==> config.mk <==
export PLATFORM = sky130hd
export DESIGN_NAME = ila_readout
export DESIGN_NICKNAME = d
export VERILOG_FILES = /design/src/rtl/ila_readout_pkg.sv /design/src/rtl/ila_readout.sv
export SDC_FILE = /design/constraint.sdc
export NUM_CORES = 1
export LEC_CHECK = 0
export CAP_MARGIN = 20
export CELL_PAD_IN_SITES_DETAIL_PLACEMENT = 1
export CELL_PAD_IN_SITES_GLOBAL_PLACEMENT = 1
export CORE_UTILIZATION = 29
export DETAILED_ROUTE_END_ITERATION = 16
export PLACE_DENSITY = 0.74
export SETUP_SLACK_MARGIN = 0.3
export SLEW_MARGIN = 25
export SYNTH_ARGS = -nofsm -noshare
export SYNTH_HDL_FRONTEND = slang
export SYNTH_SLANG_ARGS = --single-unit
==> constraint.sdc <==
create_clock -name clk -period 1.9 [get_ports clk]
set_input_delay 0.38 -clock clk [delete_from_list [all_inputs] [get_ports clk]]
set_output_delay 0.38 -clock clk [all_outputs]
set_load 0.1 [all_outputs]
==> src/rtl/ila_readout_pkg.sv <==
// Shared ILA definitions: readout FSM encodings and slice-select geometry.
// Latency: none (types and constant functions only).
// Backpressure: not applicable.
package ila_readout_pkg;

    // Readout FSM state encodings
    typedef enum logic [1:0] {
        ILA_RO_IDLE = 2'd0,
        ILA_RO_WAIT = 2'd1,
        ILA_RO_SEND = 2'd2,
        ILA_RO_DONE = 2'd3
    } ila_ro_state_e;

    // Number of DATA_W slices per captured sample; the capture core uses the
    // same function so both sides agree on slice count and ordering.
    function automatic int ila_parts(input int data_w, input int signal_w);
        return (data_w >= signal_w) ? 1 : signal_w / data_w;
    endfunction

    // Width of the slice select; kept at least one bit so the port always exists.
    function automatic int ila_sel_w(input int data_w, input int signal_w);
        return (data_w >= signal_w) ? 1 : $clog2(signal_w / data_w);
    endfunction

endpackage

==> src/rtl/ila_readout.sv <==
// ILA readout: walks every sample index and slice of the capture buffer, emitting one stream word per slice.
// Latency: first word valid READ_LAT+2 cycles after start; one word per READ_LAT+2 cycles with m_ready held high.
// Backpressure: m_data/m_last/m_valid hold while m_ready=0; the walk pauses until the word is accepted.
module ila_readout
    import ila_readout_pkg::*;
#(
    parameter int DATA_W   = 32,
    parameter int SIGNAL_W = 32,
    parameter int BUFFER_W = 10,
    parameter int READ_LAT = 1,
    localparam int PARTS   = ila_parts(DATA_W, SIGNAL_W),
    localparam int SEL_W   = ila_sel_w(DATA_W, SIGNAL_W)
) (
    input  logic                clk,
    input  logic                rst,
    input  logic                start,
    input  logic                abort,
    input  logic [BUFFER_W-1:0] samples,
    output logic [BUFFER_W-1:0] index,
    output logic [SEL_W-1:0]    value_select,
    input  logic [DATA_W-1:0]   value,
    output logic                m_valid,
    input  logic                m_ready,
    output logic [DATA_W-1:0]   m_data,
    output logic                m_last,
    output logic                busy,
    output logic                done
);

    // Latency counter must reach READ_LAT; sized for READ_LAT+1 to leave headroom.
    localparam int LAT_W = $clog2(READ_LAT + 2);
    localparam logic [SEL_W-1:0] SEL_LAST = SEL_W'(PARTS - 1);
    localparam logic [LAT_W-1:0] LAT_FIRE = LAT_W'(READ_LAT);

    ila_ro_state_e         state_q;
    logic [BUFFER_W-1:0]   cnt_q;
    logic [BUFFER_W-1:0]   index_q;
    logic [SEL_W-1:0]      sel_q;
    logic [LAT_W-1:0]      lat_q;
    logic [DATA_W-1:0]     data_q;
    logic                  valid_q;
    logic                  last_q;
    logic                  busy_q;
    logic                  done_q;

    logic [BUFFER_W-1:0]   last_index;
    logic                  is_last_word;

    // cnt_q is never zero outside IDLE/DONE, so the decrement cannot underflow where it matters.
    assign last_index   = cnt_q - BUFFER_W'(1);
    assign is_last_word = (cnt_q != '0) && (index_q == last_index) && (sel_q == SEL_LAST);

    assign index        = index_q;
    assign value_select = sel_q;
    assign m_valid      = valid_q;
    assign m_data       = data_q;
    assign m_last       = last_q;
    assign busy         = busy_q;
    assign done         = done_q;

    // Readout FSM with registered outputs: snapshot count, wait out read latency, hand off each slice.
    always_ff @(posedge clk) begin
        if (rst) begin
            state_q <= ILA_RO_IDLE;
            cnt_q   <= '0;
            index_q <= '0;
            sel_q   <= '0;
            lat_q   <= '0;
            data_q  <= '0;
            valid_q <= 1'b0;
            last_q  <= 1'b0;
            busy_q  <= 1'b0;
            done_q  <= 1'b0;
        end else begin
            done_q <= 1'b0;
            case (state_q)
                ILA_RO_IDLE: begin
                    if (start) begin
                        cnt_q   <= samples;
                        index_q <= '0;
                        sel_q   <= '0;
                        lat_q   <= '0;
                        busy_q  <= 1'b1;
                        if (samples == '0) begin
                            state_q <= ILA_RO_DONE;
                            done_q  <= 1'b1;
                        end else begin
                            state_q <= ILA_RO_WAIT;
                        end
                    end
                end
                ILA_RO_WAIT: begin
                    if (abort) begin
                        valid_q <= 1'b0;
                        last_q  <= 1'b0;
                        state_q <= ILA_RO_DONE;
                        done_q  <= 1'b1;
                    end else if (lat_q == LAT_FIRE) begin
                        // Address has been stable for READ_LAT+1 cycles: read data is valid now.
                        data_q  <= value;
                        valid_q <= 1'b1;
                        last_q  <= is_last_word;
                        state_q <= ILA_RO_SEND;
                    end else begin
                        lat_q <= lat_q + LAT_W'(1);
                    end
                end
                ILA_RO_SEND: begin
                    if (abort) begin
                        // Abort wins over a same-cycle handshake; the pending word is dropped.
                        valid_q <= 1'b0;
                        last_q  <= 1'b0;
                        state_q <= ILA_RO_DONE;
                        done_q  <= 1'b1;
                    end else if (m_ready) begin
                        valid_q <= 1'b0;
                        last_q  <= 1'b0;
                        if (last_q) begin
                            state_q <= ILA_RO_DONE;
                            done_q  <= 1'b1;
                        end else begin
                            if (sel_q == SEL_LAST) begin
                                sel_q   <= '0;
                                index_q <= index_q + BUFFER_W'(1);
                            end else begin
                                sel_q <= sel_q + SEL_W'(1);
                            end
                            lat_q   <= '0;
                            state_q <= ILA_RO_WAIT;
                        end
                    end
                end
                ILA_RO_DONE: begin
                    busy_q  <= 1'b0;
                    state_q <= ILA_RO_IDLE;
                end
                default: begin
                    state_q <= ILA_RO_IDLE;
                end
            endcase
        end
    end

endmodule
# [Yosys cells after proc, flatten, opt, wreduce, memory -nomap -nowiden]
# Cells that the tools add are included.
[op_classes] n_eq_ne=14 bitwise=2 reduce_logical=17 add_sub_neg=4 muxes=44
[ops] op="2-to-1 mux 10 bit" n=5
[ops] op="2-to-1 mux 2 bit" n=13
[ops] op="case mux 10 bit (2 select lines)" n=1
[ops] op="2-to-1 mux 1 bit" n=18
[ops] op="!= test 2 bit (second input constant)" n=7
[ops] op="adder 10 x 1 -> 10 bit (second input constant)" n=1
[ops] op="equality test 10 bit" n=1
[ops] op="logical NOT 10 bit" n=1
[ops] op="nonzero test 10 bit" n=1
[ops] op="subtractor 10 x 1 -> 10 bit (second input constant)" n=1
[ops] op="AND reduction 3 bit" n=3
[ops] op="case mux 1 bit (2 select lines)" n=4
[ops] op="case mux 2 bit (4 select lines)" n=1
[ops] op="AND reduction 7 bit" n=1
[ops] op="!= test 3 bit (second input constant)" n=2
[ops] op="case mux 2 bit (3 select lines)" n=1
[ops] op="AND reduction 6 bit" n=1
[ops] op="nonzero test 2 bit" n=3
[ops] op="AND reduction 5 bit" n=1
[ops] op="equality test 2 x 1 -> 1 bit (second input constant)" n=2
[ops] op="equality test 2 bit (second input constant)" n=2
[ops] op="AND reduction 2 bit" n=2
[ops] op="case mux 1 bit (3 select lines)" n=1
[ops] op="nonzero test 3 bit" n=1
[ops] op="5 further kinds" n=7
[word_totals] output_inout_bits=47 word_cells=91 register_bits=61 input_bits=47

# [Longest topological paths before layout]
# Gate-level depths: netlist of the first run.
[depth] ltp_word=7 ltp_mapped=8 mapped_depth_nobuf=7

# [Least setup slack after synthesis of the first run]
# Ideal clock, no wire load.
[synth_path] path_kind="register to register" from="reg last_q (netlist: m_last)" to="reg index_q[5] (netlist: index[5])" stages_incl_launch_ff=6 arrival_time_ns=2.083 path_buffers=0 period_less_slack_ns=2.150 setup_time_ns=0.067 path_slack_ns=-0.250 required_time_ns=1.833 path_cell_list="dfxtp_1 -> or3b_4 -> a2111oi_4 -> nand3_1 -> xor2_1 -> nor2_1"
[synth_via] elab_chain_len=2
[synth_lines] item="start: declaration" line="ila_readout.sv:42" rtl="logic last_q;"
[synth_lines] item="start signal: assignment" line="ila_readout.sv:102" rtl="last_q <= is_last_word;"
[synth_lines] item="!= test 2 bit (no source line)"
[synth_lines] item="AND reduction 6 bit (no source line)"
[synth_lines] item="end signal: assignment" line="ila_readout.sv:124" rtl="index_q <= index_q + BUFFER_W'(1);"
[synth_lines] item="end: declaration" line="ila_readout.sv:37" rtl="logic [BUFFER_W-1:0] index_q;"
# Every way passes these cells.
# A chain may end at the register's enable or synchronous reset.

# [Worst setup path after layout of the first run]
[layout_path] from="reg last_q (netlist: m_last)" to="reg lat_q[1]"
[layout_via] elab_chain_len=2
[layout_lines] item="!= test 2 bit (no source line)"
[layout_lines] item="AND reduction 7 bit (no source line)"
[layout_lines] item="end signal: assignment" line="ila_readout.sv:105" rtl="lat_q <= lat_q + LAT_W'(1);"
[layout_lines] item="end: declaration" line="ila_readout.sv:39" rtl="logic [LAT_W-1:0] lat_q;"
# Every way passes these cells.

==> results of run 1 <==
per-stage QoR:
step	area (um2)	util, %	hold WS, ns
2_1_floorplan	2836	-	0.4363
3_3_place_gp	4021	43.32	0.4426
3_5_place_dp	4021	43.32	0.4483
4_1_cts	4315	46.48	0.3361
5_1_grt	4528	48.77	0.3546
6_report	4528	48.77	0.3756
registers in the layout, indices dropped and copies added (netlist names):
register and count:
index 10, state_q 2, m_last 1, cnt_q 10
done 1, m_valid 1, lat_q 2, busy 1
m_data 32
layer usage:
| layer | GRT usage (%) | vias up |
|---|---|---|
| met4 | 5.017 | 0 |
| met1 | 20.53 | 1370 |
| met5 | 0 | - |
| li1 | - | 1416 |
| met2 | 31.98 | 77 |
| met3 | 5.850 | 9 |
power groups by stage:
stage	sequential (W)	clock (W)	combinational (W)
floorplan	0.00170	0	0.000907
global placement	0.00149	0	0.00164
detailed placement	0.00150	0	0.00169
CTS	0.00147	0.00125	0.00179
global route	0.00150	0.00132	0.00230
finish	0.00148	0.00121	0.00214
final cells by class:
type                    count  area share (%)
flip-flops and latches     60           27.08
inverters                   9          0.8013
clock inverters             5           1.299
multi-input cells         261           36.25
repair buffers            127           27.63
well taps                 129           3.565
clock buffers              11           3.371
how the worst min path moves through the flow:
| stage | from | slack [ns] | to |
|---|---|---|---|
| 6_report | rst | 0.38 | index[1] |
| 5_1_grt | rst | 0.35 | lat_q[1] |
| 3_3_place_gp | m_data[20] | 0.44 | m_data[20] |
| 4_1_cts | rst | 0.34 | index[0] |
| 2_1_floorplan | lat_q[1] | 0.44 | lat_q[1] |
| 3_5_place_dp | m_data[10] | 0.45 | m_data[10] |
critical path, stage by stage, from the launching register on:
cell and delay, ns:
dfxtp_4 0.36, or3b_4 0.43, buf_4 0.16, a21boi_4 0.13, or4b_4 0.48, a21oi_2 0.12
kinds of logic after synthesis:
| logic type | Yosys count |
|---|---|
| mux | 2 |
| flops | 60 |
| compound gates | 76 |
| fa+ha+maj | 8 |
| simple gates | 153 |
| other cells | 1 |
| xor+xnor | 21 |
| buf+inv | 31 |
cells in the final DEF (no fill, tap or decap), types with 2 or more instances in the layout:
master	count
buf_12	14
ha_4	4
nand4_1	4
nand3b_1	5
xnor2_2	2
and3_1	2
inv_1	4
nand3_1	8
xnor2_1	10
xor2_1	8
dfxtp_2	11
dfxtp_4	3
nand2b_4	2
clkinvlp_4	2
ha_1	3
buf_4	63
a21oi_1	52
buf_6	4
nor2_2	2
nor2_1	16
clkbuf_8	9
a31oi_1	2
nor4_1	3
nand2_1	95
nor3_1	3
inv_2	4
dfxtp_1	46
dlygate4sd2_1	2
o31ai_1	4
clkdlybuf4s50_1	43
repair_timing:
action,CTS,global route
gates resized for setup,12,31
pin swaps,8,21
buffers inserted,6,8
setup endpoints to repair,14,15
==> results.toml, run 1 <==
[place]
dp_cells = 572
io_buffers = 92
routabilityCongestion = 0.7925
place_hpwl_mm = 6.398
place_ws_ns = -0.2663

[final_layout]
drive_above_1_share_pct = 30.23
finalNonFillerCells = 602
seqCellArea_um2 = 1226
fill_cells = 1116
diodes = 0
area.growth.synth_to_final_pct = 61.92
multi_input_area_um2 = 1642
layout.nets = 523

[floorplan]
die_y_um = 100.2
die_w_um = 100.2
placementRows = 35
initial_utilization_pct = 30.12
core-area_um2 = 9284
io_pins = 94
die_area_um2 = 10040

[setup_path]
reg2regPathDepth = 5
crit_path_max_fanout = 3
crit_start = "m_last"
worstPathRequired_ns = 2.17
end_kind = "flop"
r2r-end = "lat_q[1]"
cp.arrival_ns = 2.00
r2r-start = "m_last"
r2r_setup_slack_ns = 0.17
path_class = "reg -> reg"
crit_end = "lat_q[1]"
cp-start-kind = "flop"

[pwr]
finalPower_w = 0.004833
p_sw_share_pct = 37.19
switching_power_w = 0.001798
power_leakage_nw = 1.710
combPwrFrac_pct = 44.3
max-vdd-ir-drop_mv = 0.5587
power.internal_w = 0.003036
p_clk_share_pct = 25.0
p_seq_share_pct = 30.7
pwr_density_cell_nw_per_um2 = 1067

[synth]
yosys.area.top_type = "dfxtp_1"
synth-edff-count = 0
synth-seq-cells = 60
syn_area_um2 = 2796
synth_mux_area_share_pct = 0.7159
synthesis.nets = 407
synth-main-ff-cell = "dfxtp_1"
yosysWarnings = 0
synth_top_family_by_area = "simple AND/OR/NAND/NOR gates"
synth_compound_area_share_pct = 16.64
synth_xor_area_share_pct = 6.577
synth.avg_cell_area_um2 = 7.944
synth_fa_ha_area_share_pct = 3.579
synth_async_sr_flop_share_pct = 0
synth.cells.most_frequent = "nand2_1, dfxtp_1, a21oi_1, nor2_1, clkbuf_1"
synthSimpleGateAreaFrac_pct = 24.38
ys_top_cells_by_area = "dfxtp_1, nand2_1, a21oi_1"
ys_seq_area_share_pct = 42.95
yosysMostFrequentCell = "nand2_1"
synth_top_area_share_pct = 42.95
synth_cell_types = 46
synthCells = 352

[global_routing]
grt_use_total_pct = 17.97
grt_max_degree = 33
grt_remaining_overflow = 0
grt_pass1_wl_mm = 14.32
grt_antenna_before_repair = 0
grt_pass1_vias = 3030

[detailed_routing]
drt_iter0_markers = 65
firstDrtPassIters = 4
antenna_left = 0
avgRoutedWirePerCell_um = 14.89
m1WireLength_mm = 3.592
vias_per_cell = 4.771
top_layer = "met4"
vias = 2872
drc = 0
dr_wl_met3_um = 542
dr_wl_met2_mm = 4.736
drt_wl_total_mm = 8.962

[timing]
setup_ws_ns = 0.1661
setup-tns-final_ns = 0
slew_violations = 0
period_minus_slack_ns = 1.734
skew_ns = 0.01062
finalHoldViolations = 0
rsz0062_at_grt = "yes"
setup_violations = 0
timing.fmax_ghz = 0.5767
fin_crit_sh_pct = 91.26

[worst_hold_path]
hold_class = "in -> reg"
holdPathStages = 2

[clock_tree]
worstSkewPairLatency_ns = 0.34
clkSinkCount = 60
cts_hold_buf = 0
clk_pin_slew_ns = 0.07
cts_buffers = 9
cts_root_buf = "clkbuf_8"
clockBufferDepth = 2
cts_tree = "built"
htreeDepth = 3

[job]
drv_cap = 0

[run_status]
outcome = "complete, no violations"
No activity file was read; power rests on OpenSTA's default activity.
==> run 2: changes to the inputs <==
Settings changed: CAP_MARGIN 20 to 10.
==> results of run 2 <==
No change in the layout: final DEF, timing and power equal those of run 1.
